## config.mk

```make
export PLATFORM = sky130hd
export DESIGN_NAME = ws2812b_frame_seq_flat
export DESIGN_NICKNAME = d
export VERILOG_FILES = /design/src/rtl/ws2812b_frame_seq_if.sv /design/src/rtl/ws2812b_frame_seq.sv /design/src/flat_wrapper.sv
export SDC_FILE = /design/constraint.sdc
export NUM_CORES = 1
export LEC_CHECK = 0
export ABC_AREA = 0
export ABC_CLOCK_PERIOD_IN_PS = 2300
export CORE_MARGIN = 10
export CORE_UTILIZATION = 40
export DETAILED_ROUTE_END_ITERATION = 10
export PLACE_DENSITY = 0.57
export SLEW_MARGIN = 20
export SYNTH_ARGS = -nofsm -noshare
export SYNTH_HDL_FRONTEND = slang
export SYNTH_SLANG_ARGS = --single-unit
```

## constraint.sdc

```tcl
create_clock -name clock_i -period 2.3 [get_ports clock_i]
set_clock_uncertainty 0.15 [all_clocks]
set_input_delay 0.69 -clock clock_i [delete_from_list [all_inputs] [get_ports clock_i]]
set_output_delay 0.69 -clock clock_i [all_outputs]
set_load 0.05 [all_outputs]
```

## src/rtl/ws2812b_frame_seq_if.sv

```systemverilog
// Bundle between the frame sequencer, its host (pixel writes, start) and the bit encoder.
// The master side drives writes, start and the encoder's px_done. The slave is the sequencer.
interface ws2812b_frame_seq_if #(
    parameter int NUM_LEDS = 8
);
    localparam int ADDR_W = (NUM_LEDS > 1) ? $clog2(NUM_LEDS) : 1;

    logic              wr_en;
    logic [ADDR_W-1:0] wr_addr;
    logic [23:0]       wr_data;
    logic              start;
    logic              busy;
    logic              frame_done;
    logic              px_en;
    logic [7:0]        px_r;
    logic [7:0]        px_g;
    logic [7:0]        px_b;
    logic              px_done;

    modport master (
        output wr_en, wr_addr, wr_data, start, px_done,
        input  busy, frame_done, px_en, px_r, px_g, px_b
    );

    modport slave (
        input  wr_en, wr_addr, wr_data, start, px_done,
        output busy, frame_done, px_en, px_r, px_g, px_b
    );
endinterface

```

## src/rtl/ws2812b_frame_seq.sv

```systemverilog
// Frame sequencer: holds NUM_LEDS colour words and streams them to the ws2812b encoder
// one pixel per px_done, then holds the line idle for the latch gap before frame_done.
module ws2812b_frame_seq #(
    parameter int NUM_LEDS = 8,
    parameter int CLK_HZ   = 50_000_000,
    parameter int LATCH_US = 300
) (
    input logic               clock_i,
    input logic               reset_n_i,
    ws2812b_frame_seq_if.slave bus
);
    localparam int LATCH_CYC = CLK_HZ / 1_000_000 * LATCH_US;
    localparam int ADDR_W    = (NUM_LEDS > 1) ? $clog2(NUM_LEDS) : 1;
    localparam int DEPTH     = 1 << ADDR_W;
    localparam int CNT_W     = $clog2(LATCH_CYC + 1);

    localparam logic [ADDR_W-1:0] LAST_IDX = ADDR_W'(NUM_LEDS - 1);
    localparam logic [CNT_W-1:0]  CNT_END  = CNT_W'(LATCH_CYC - 1);

    typedef enum logic [1:0] {
        IDLE  = 2'd0,
        SEND  = 2'd1,
        LATCH = 2'd2
    } state_e;

    state_e            state_q, state_d;
    logic [ADDR_W-1:0] index_q, index_d;
    logic [CNT_W-1:0]  count_q, count_d;
    logic              busy_q, busy_d;
    logic              frame_done_q, frame_done_d;
    logic              px_en_q, px_en_d;
    logic [23:0]       word_q, word_d;

    logic [23:0]       ram_q [DEPTH];
    logic [ADDR_W-1:0] load_idx;
    logic [23:0]       load_word;

    // Pixel store needs an async clear, so it is built from flops rather than block RAM.
    // Slots past NUM_LEDS (power-of-two padding) never accept writes and read as zero.
    generate
        for (genvar gi = 0; gi < DEPTH; gi++) begin : g_ram
            if (gi < NUM_LEDS) begin : g_used
                always_ff @(posedge clock_i or negedge reset_n_i) begin
                    if (!reset_n_i) begin
                        ram_q[gi] <= '0;
                    end else if (bus.wr_en && (bus.wr_addr == ADDR_W'(gi))) begin
                        ram_q[gi] <= bus.wr_data;
                    end
                end
            end else begin : g_pad
                always_ff @(posedge clock_i or negedge reset_n_i) begin
                    if (!reset_n_i) begin
                        ram_q[gi] <= '0;
                    end else begin
                        ram_q[gi] <= '0;
                    end
                end
            end
        end
    endgenerate

    // A write landing on the very word being loaded is forwarded, so the newest value goes out.
    always_comb begin
        load_idx  = (state_q == IDLE) ? '0 : index_q + 1'b1;
        load_word = (bus.wr_en && (bus.wr_addr == load_idx)) ? bus.wr_data : ram_q[load_idx];
    end

    always_comb begin
        state_d      = state_q;
        index_d      = index_q;
        count_d      = count_q;
        busy_d       = busy_q;
        frame_done_d = 1'b0;
        px_en_d      = px_en_q;
        word_d       = word_q;

        case (state_q)
            IDLE: begin
                if (bus.start) begin
                    state_d = SEND;
                    index_d = '0;
                    busy_d  = 1'b1;
                    px_en_d = 1'b1;
                    word_d  = load_word;
                end
            end
            SEND: begin
                if (bus.px_done) begin
                    if (index_q == LAST_IDX) begin
                        state_d = LATCH;
                        px_en_d = 1'b0;
                        count_d = '0;
                    end else begin
                        index_d = index_q + 1'b1;
                        word_d  = load_word;
                    end
                end
            end
            LATCH: begin
                count_d = count_q + 1'b1;
                if (count_q == CNT_END) begin
                    state_d      = IDLE;
                    frame_done_d = 1'b1;
                    busy_d       = 1'b0;
                    count_d      = '0;
                end
            end
            default: begin
                state_d = IDLE;
                busy_d  = 1'b0;
                px_en_d = 1'b0;
            end
        endcase
    end

    always_ff @(posedge clock_i or negedge reset_n_i) begin
        if (!reset_n_i) begin
            state_q      <= IDLE;
            index_q      <= '0;
            count_q      <= '0;
            busy_q       <= 1'b0;
            frame_done_q <= 1'b0;
            px_en_q      <= 1'b0;
            word_q       <= '0;
        end else begin
            state_q      <= state_d;
            index_q      <= index_d;
            count_q      <= count_d;
            busy_q       <= busy_d;
            frame_done_q <= frame_done_d;
            px_en_q      <= px_en_d;
            word_q       <= word_d;
        end
    end

    assign bus.busy       = busy_q;
    assign bus.frame_done = frame_done_q;
    assign bus.px_en      = px_en_q;
    assign bus.px_r       = word_q[23:16];
    assign bus.px_g       = word_q[15:8];
    assign bus.px_b       = word_q[7:0];
endmodule

```

## src/flat_wrapper.sv

```systemverilog
// flat-port wrapper written by rule: the top's interface ports become plain ports
module ws2812b_frame_seq_flat 
#(
    parameter int NUM_LEDS = 8,
    parameter int CLK_HZ   = 50_000_000,
    parameter int LATCH_US = 300
)
  (clock_i, reset_n_i, bus_wr_en, bus_wr_addr, bus_wr_data, bus_start, bus_px_done, bus_busy, bus_frame_done, bus_px_en, bus_px_r, bus_px_g, bus_px_b);
  ws2812b_frame_seq_if #(.NUM_LEDS(NUM_LEDS)) bus_i ();
  input logic clock_i;
  input logic reset_n_i;
  input wire logic [$bits(bus_i.wr_en)-1:0] bus_wr_en;
  input wire logic [$bits(bus_i.wr_addr)-1:0] bus_wr_addr;
  input wire logic [$bits(bus_i.wr_data)-1:0] bus_wr_data;
  input wire logic [$bits(bus_i.start)-1:0] bus_start;
  input wire logic [$bits(bus_i.px_done)-1:0] bus_px_done;
  output wire logic [$bits(bus_i.busy)-1:0] bus_busy;
  output wire logic [$bits(bus_i.frame_done)-1:0] bus_frame_done;
  output wire logic [$bits(bus_i.px_en)-1:0] bus_px_en;
  output wire logic [$bits(bus_i.px_r)-1:0] bus_px_r;
  output wire logic [$bits(bus_i.px_g)-1:0] bus_px_g;
  output wire logic [$bits(bus_i.px_b)-1:0] bus_px_b;
  assign bus_i.wr_en = bus_wr_en;
  assign bus_i.wr_addr = bus_wr_addr;
  assign bus_i.wr_data = bus_wr_data;
  assign bus_i.start = bus_start;
  assign bus_i.px_done = bus_px_done;
  assign bus_busy = bus_i.busy;
  assign bus_frame_done = bus_i.frame_done;
  assign bus_px_en = bus_i.px_en;
  assign bus_px_r = bus_i.px_r;
  assign bus_px_g = bus_i.px_g;
  assign bus_px_b = bus_i.px_b;
  ws2812b_frame_seq #(.NUM_LEDS(NUM_LEDS), .CLK_HZ(CLK_HZ), .LATCH_US(LATCH_US)) u_core (.clock_i(clock_i), .reset_n_i(reset_n_i), .bus(bus_i));
endmodule
```

# [Yosys cells after proc, flatten, opt, wreduce, memory -nomap -nowiden]
# Cells that the tools add are included.
[totals] register_bits=238 elab_cells=86
[classes] addsub=2 magnitude_cmp=1 eq_ne=17 muxes=30 bitwise=3 n_reduce_logical=18
[ops] op="$mux W24" count=6
[ops] op="$bmux W24 S3" count=1
[ops] op="$pmux W24 S2" count=1
[ops] op="$mux W14" count=3
[ops] op="$pmux W14 S2" count=1
[ops] op="$eq A3 B3 Y1 const B" count=5
[ops] op="$add A14 B1 Y14 const B" count=1
[ops] op="$eq A14 B14 Y1 const B" count=1
[ops] op="$mux W3" count=4
[ops] op="$reduce_and A4 Y1" count=3
[ops] op="$logic_and A1 B1 Y1" count=9
[ops] op="$mux W2" count=4
[ops] op="$eq A3 B2 Y1 const B" count=2
[ops] op="$mux W1" count=6
[ops] op="$ne A2 B2 Y1 const B" count=3
[ops] op="$pmux W1 S3" count=2
[ops] op="$pmux W2 S3" count=1
[ops] op="$pmux W3 S2" count=1
[ops] op="$reduce_and A3 Y1" count=2
[ops] op="$ge A4 B4 Y1 const B" count=1
[ops] op="$ne A2 B1 Y1 const B" count=2
[ops] op="$not A3 Y4" count=1
[ops] op="$reduce_bool A2 Y1" count=2
[ops] op="$add A3 B1 Y3 const B" count=1
[ops] op="other kinds (7)" count=8

# [Logic depth before layout (Yosys ltp)]
# Gate-level depths: netlist of run 1.
[depth] depth_word=10 mapped_depth=9

# [Worst setup path before layout of run 1]
# No wires, ideal clock.
[synth_path] path_kind="input to register" start="input port bus_wr_addr[1]" end="register u_core.word_q[13]" arrival_ps=2066 t_required_ps=2024 path_slack_ps=-42 cell_stages=6 n_path_buf=2 cell_sequence="buf_2 > or4_4 > o21ai_4 > a41oi_4 > buf_6 > a221o_1"
[synth_via] elab_chain_len=6
[synth_rtl] item="start, declared" line_no="flat_wrapper.sv:13" text="input wire logic [$bits(bus_i.wr_addr)-1:0] bus_wr_addr;"
[synth_rtl] item="$eq A3 B3 Y1 (*)" line_no="ws2812b_frame_seq.sv:65" text="load_word = (bus.wr_en && (bus.wr_addr == load_idx)) ? bus.wr_data : ram_q[load_idx];"
[synth_rtl] item="$logic_and A1 B1 Y1 (*)" line_no="ws2812b_frame_seq.sv:65"
[synth_rtl] item="$mux W24 (*)" line_no="ws2812b_frame_seq.sv:65"
[synth_rtl] item="$mux W24" line_no="ws2812b_frame_seq.sv:89" text="if (index_q == LAST_IDX) begin"
[synth_rtl] item="$mux W24" line_no="ws2812b_frame_seq.sv:88" text="if (bus.px_done) begin"
[synth_rtl] item="$pmux W24 S2 (*)" line_no="ws2812b_frame_seq.sv:77" text="case (state_q)"
[synth_rtl] item="end signal, assigned" line_no="ws2812b_frame_seq.sv:132" text="word_q <= word_d;"
[synth_rtl] item="end, declared" line_no="ws2812b_frame_seq.sv:32" text="logic [23:0] word_q, word_d;"
# Mark *: on every way between the ends. The rest lies on a longest branch, timed or not. The select of a mux whose other input is x is not followed.
# A chain may end at the register's enable or synchronous reset.

# [Final worst setup path of run 1]
[layout_path] start="register u_core.index_q[1]" end="register u_core.word_q[23]"
[layout_via] elab_chain_len=10
[layout_rtl] item="start, declared" line_no="ws2812b_frame_seq.sv:27" text="logic [ADDR_W-1:0] index_q, index_d;"
[layout_rtl] item="start signal, assigned" line_no="ws2812b_frame_seq.sv:127" text="index_q <= index_d;"
[layout_rtl] item="$add A3 B1 Y3" line_no="ws2812b_frame_seq.sv:64" text="load_idx = (state_q == IDLE) ? '0 : index_q + 1'b1;"
[layout_rtl] item="$mux W3" line_no="ws2812b_frame_seq.sv:64"
[layout_rtl] item="$not A3 Y4 (not written as such)" line_no="ws2812b_frame_seq.sv:65"
[layout_rtl] item="$bmux W24 S3" line_no="ws2812b_frame_seq.sv:65"
[layout_rtl] item="$mux W24 (not written as such) (2 in a row)" line_no="ws2812b_frame_seq.sv:65"
[layout_rtl] item="$mux W24" line_no="ws2812b_frame_seq.sv:65"
[layout_rtl] item="$mux W24" line_no="ws2812b_frame_seq.sv:89"
[layout_rtl] item="$mux W24" line_no="ws2812b_frame_seq.sv:88"
[layout_rtl] item="$pmux W24 S2" line_no="ws2812b_frame_seq.sv:77"
# Several ways; a longest one is shown, not always the timed one. The select of a mux whose other input is x is not followed.

==> results of run 1 <==
## worst paths after layout
path / startpoint / slack [ns] / cells past startpoint / to
max: u_core.index_q[1]$_DFFE_PN0P_ / 0.04 / 9 / u_core.word_q[23]$_DFFE_PN0P_
min: u_core.ram_q[15]$_DFFE_PN0P_ / 0.35 / 1 / u_core.ram_q[15]$_DFFE_PN0P_
max reg2reg: u_core.index_q[1]$_DFFE_PN0P_ / 0.04 / 9 / u_core.word_q[23]$_DFFE_PN0P_
min reg2reg: u_core.ram_q[15]$_DFFE_PN0P_ / 0.35 / 1 / u_core.ram_q[15]$_DFFE_PN0P_
max in group asynchronous: reset_n_i / 0.82 / 3 / u_core.ram_q[103]$_DFFE_PN0P_
min in group asynchronous: reset_n_i / 0.47 / 2 / u_core.count_q[3]$_DFFE_PN0P_
## state kept, by name, indices dropped and copies added, names as in the netlist
name	count
u_core.bus.frame_done	1
u_core.ram_q	192
u_core.bus.px_en	1
u_core.count_q	14
u_core.index_q	3
u_core.state_q	2
u_core.word_q	24
u_core.bus.busy	1
## area by class of cell
| class | count | share of cell area |
|---|---|---|
| clock buffers | 34 | 0.0566 |
| clock inverters | 13 | 0.0130 |
| inverters | 6 | 0.00169 |
| multi-input cells | 524 | 0.354 |
| flip-flops and latches | 238 | 0.448 |
| well taps | 341 | 0.0321 |
| repair buffers | 119 | 0.0942 |
## power by group
part           leakage (nW)  internal [mW]  switching (mW)
Sequential             2.86           5.32           0.686
Clock                 0.451           2.74            1.69
Combinational          2.29           3.34            3.85
Total                  5.60           11.4            6.22
## cell usage in the layout, fill, tap and decap left out, types with 3 or more instances in the layout
cell type	count
nor3_2	4
nor2_1	11
inv_1	5
buf_4	63
bufinv_16	4
clkdlybuf4s50_1	30
a22oi_1	46
dfrtp_1	237
a32oi_1	23
xnor2_1	5
a41oi_1	3
clkinv_2	6
clkbuf_16	28
o21ai_0	5
a31oi_1	6
clkinvlp_4	3
and2_1	23
a21oi_1	29
nor3_1	3
nand4_1	3
a221o_2	3
clkbuf_8	5
buf_6	3
a221o_1	21
mux2_2	241
and2_2	3
nand3_1	9
nand2b_1	4
nand2_1	41
or3_1	3
buf_12	19
## through the flow
step	power, mW	setup slack, ns
6_report	17.6	0.0434
5_1_grt	18.6	-0.0180
4_1_cts	17.7	0.000520
3_5_place_dp	13.2	-0.467
3_3_place_gp	13.1	-0.432
2_1_floorplan	10.7	-0.0332
## what timing repair did
item,4_1_cts,5_1_grt
endpoints found under the hold margin,26,0
pin swaps,3,8
gates resized for setup,7,6
setup endpoints to repair,24,24
hold buffers,1,0
cloned,0,1
buffers inserted,0,0
## logic make-up after synthesis
group,after synthesis
muxes,241
AOI/OAI and AO/OA,148
DFF,238
and+or+nand+nor,125
adders and majority gates,4
buffers and inverters,66
xor gates and xnor gates,6
## metal layers
metal	part of all wire	wire, um
met4	0.013	357
met5	0	0
met1	0.47	12600
met3	0.038	1010
met2	0.48	12900
==> impl_metrics.csv, run 1 <==
group,metric,value,unit
routing,wl_per_cell,21.1,um
yosys,ys_seq_elements,238,
finish,multiInputGateArea,4710,um2
yosys,async_flop_share,1.00,
global_routing,use_met2,0.260,
yosys,yosys.area.top_type_share,0.544,
global_routing,antenna_found_initial,0,
worst_setup_path,cp_num_buf_inv,3,
yosys,yosys.area_share.simple,0.0620,
worst_setup_path,crit_type,"flip-flop to flip-flop",
worst_setup_path,critPathLaunchType,"flip-flop",
timing,tightestPinTransition,0.546,ns
cts,clock-sinks,238,
finish,drive_gt1_frac,0.430,
yosys,synthAdderAreaFrac,0.00457,
yosys,synthMostInstantiatedCell,"mux2_2",
timing,hold_viol,0,
status,status,"completed",
yosys,syn_area,10900,um2
finish,seq_area,5960,um2
routing,wl,26.9,mm
routing,drc,0,
yosys,avgSynthCellArea,13.2,um2
routing,routed_via_density,5.53,
cts,clk_path_buf_depth,3,
floorplanning,rows,60,
timing,rsz0062_at_grt,"true",
floorplanning,start_util,0.406,
finish,post-route-cell-area,13300,um2
cts,clkTransAtPathRegs,0.06,ns
timing,finalMaxSlewViolations,0,
floorplanning,io_pins,59,
timing,setup-violations-final,0,
global_routing,grt_max_degree,52,
timing,max_freq,443,MHz
timing,period_share,0.981,
global_routing,top_usage_layer,"met2",
global_routing,globalRouteMet3Util,0.0212,
yosys,syn_inst,828,
routing,antenna_left,0,
yosys,synth_nets,864,
cts,htree_levels,1,
placed_design,gp_congestion,0.798,
yosys,yosys.area.top_type,"dfrtp_1",
worst_setup_path,crit_arrival,2.50,ns
yosys,seq_area_frac_synth,0.544,
floorplanning,dieWidth,185,um
cts,cts_root_buf,"clkbuf_16",
timing,slew_headroom,0.636,
worst_setup_path,cp-end-kind,"flip-flop",
finish,area_growth,21.5,%
finish,nets,951,
global_routing,grt_pass1_vias,7263,
worst_setup_path,required,2.55,ns
placed_design,dp_cells,1226,
timing,period_needed,2.26,ns
global_routing,gr-usage-all-layers,0.156,
cts,cts_tree,"done",
placed_design,place_area,12300,um2
floorplanning,core-area,27000,um2
global_routing,met1_usage,0.211,
cts,clk_latency,0.53,ns
finish,fillCellCount,2363,
worst_setup_path,critical-path-top-delay-family,"compound AO/OA/AOI/OAI gates",
yosys,synth_xor_area_frac,0.00480,
routing,via_count,7046,
hold_path,hold_path_class,"flip-flop to flip-flop",
pwr,power.density,1330,nW/um2
finish,instances_no_fill,1275,
worst_setup_path,cp_max_fo,7,
worst_setup_path,worstPathCellList,"ha_4, ha_4, inv_2, o21ai_1, buf_4, o21ai_4, and4bb_4, buf_12, a221o_2",
worst_setup_path,cpMostUsedCell,"ha_4",
timing,tns,0,ns
timing,hold_slack,0.350,ns
yosys,synth_mux_area_frac,0.248,
placed_design,place_hpwl,16.6,mm
finish,final_util,0.493,
global_routing,grt_pass1_wl,42.4,mm
placed_design,port-buffer-count,58,
finish,diodes,0,
run,cap_violations,0,
pwr,peakVddDrop,0.827,mV
yosys,synth_flop_cell,"dfrtp_1",
worst_setup_path,slowest_stage,"dfrtp_1",
floorplanning,die_height,185,um
routing,dr.first_iter.drc_count,440,
yosys,yosysWarnings,0,
yosys,synthTopCellsByArea,"dfrtp_1, mux2_2, a22oi_1, a221o_1, a32oi_1",
cts,numCtsBuffers,26,
floorplanning,die_area,34400,um2
global_routing,globalRouteOverflowTotal,0,
yosys,synth_top_cells_by_count,"mux2_2, dfrtp_1, a22oi_1",
yosys,synth_compound_area_frac,0.105,
pwr,p_leak,5.60,nW
routing,drt_pass1_iterations,4,
yosys,synth-edff-count,0,
worst_setup_path,slowest_delay,0.41,ns
yosys,ys_types,55,
yosys,synth_top_family_by_area,"multiplexers",
Power figures use the tool's default switching activity.
==> run 2, diff against run 1 <==
- CAP_MARGIN: not set -> 40
==> results of run 2 <==
Same layout as run 1: the final DEF is identical, and so are final timing and power.
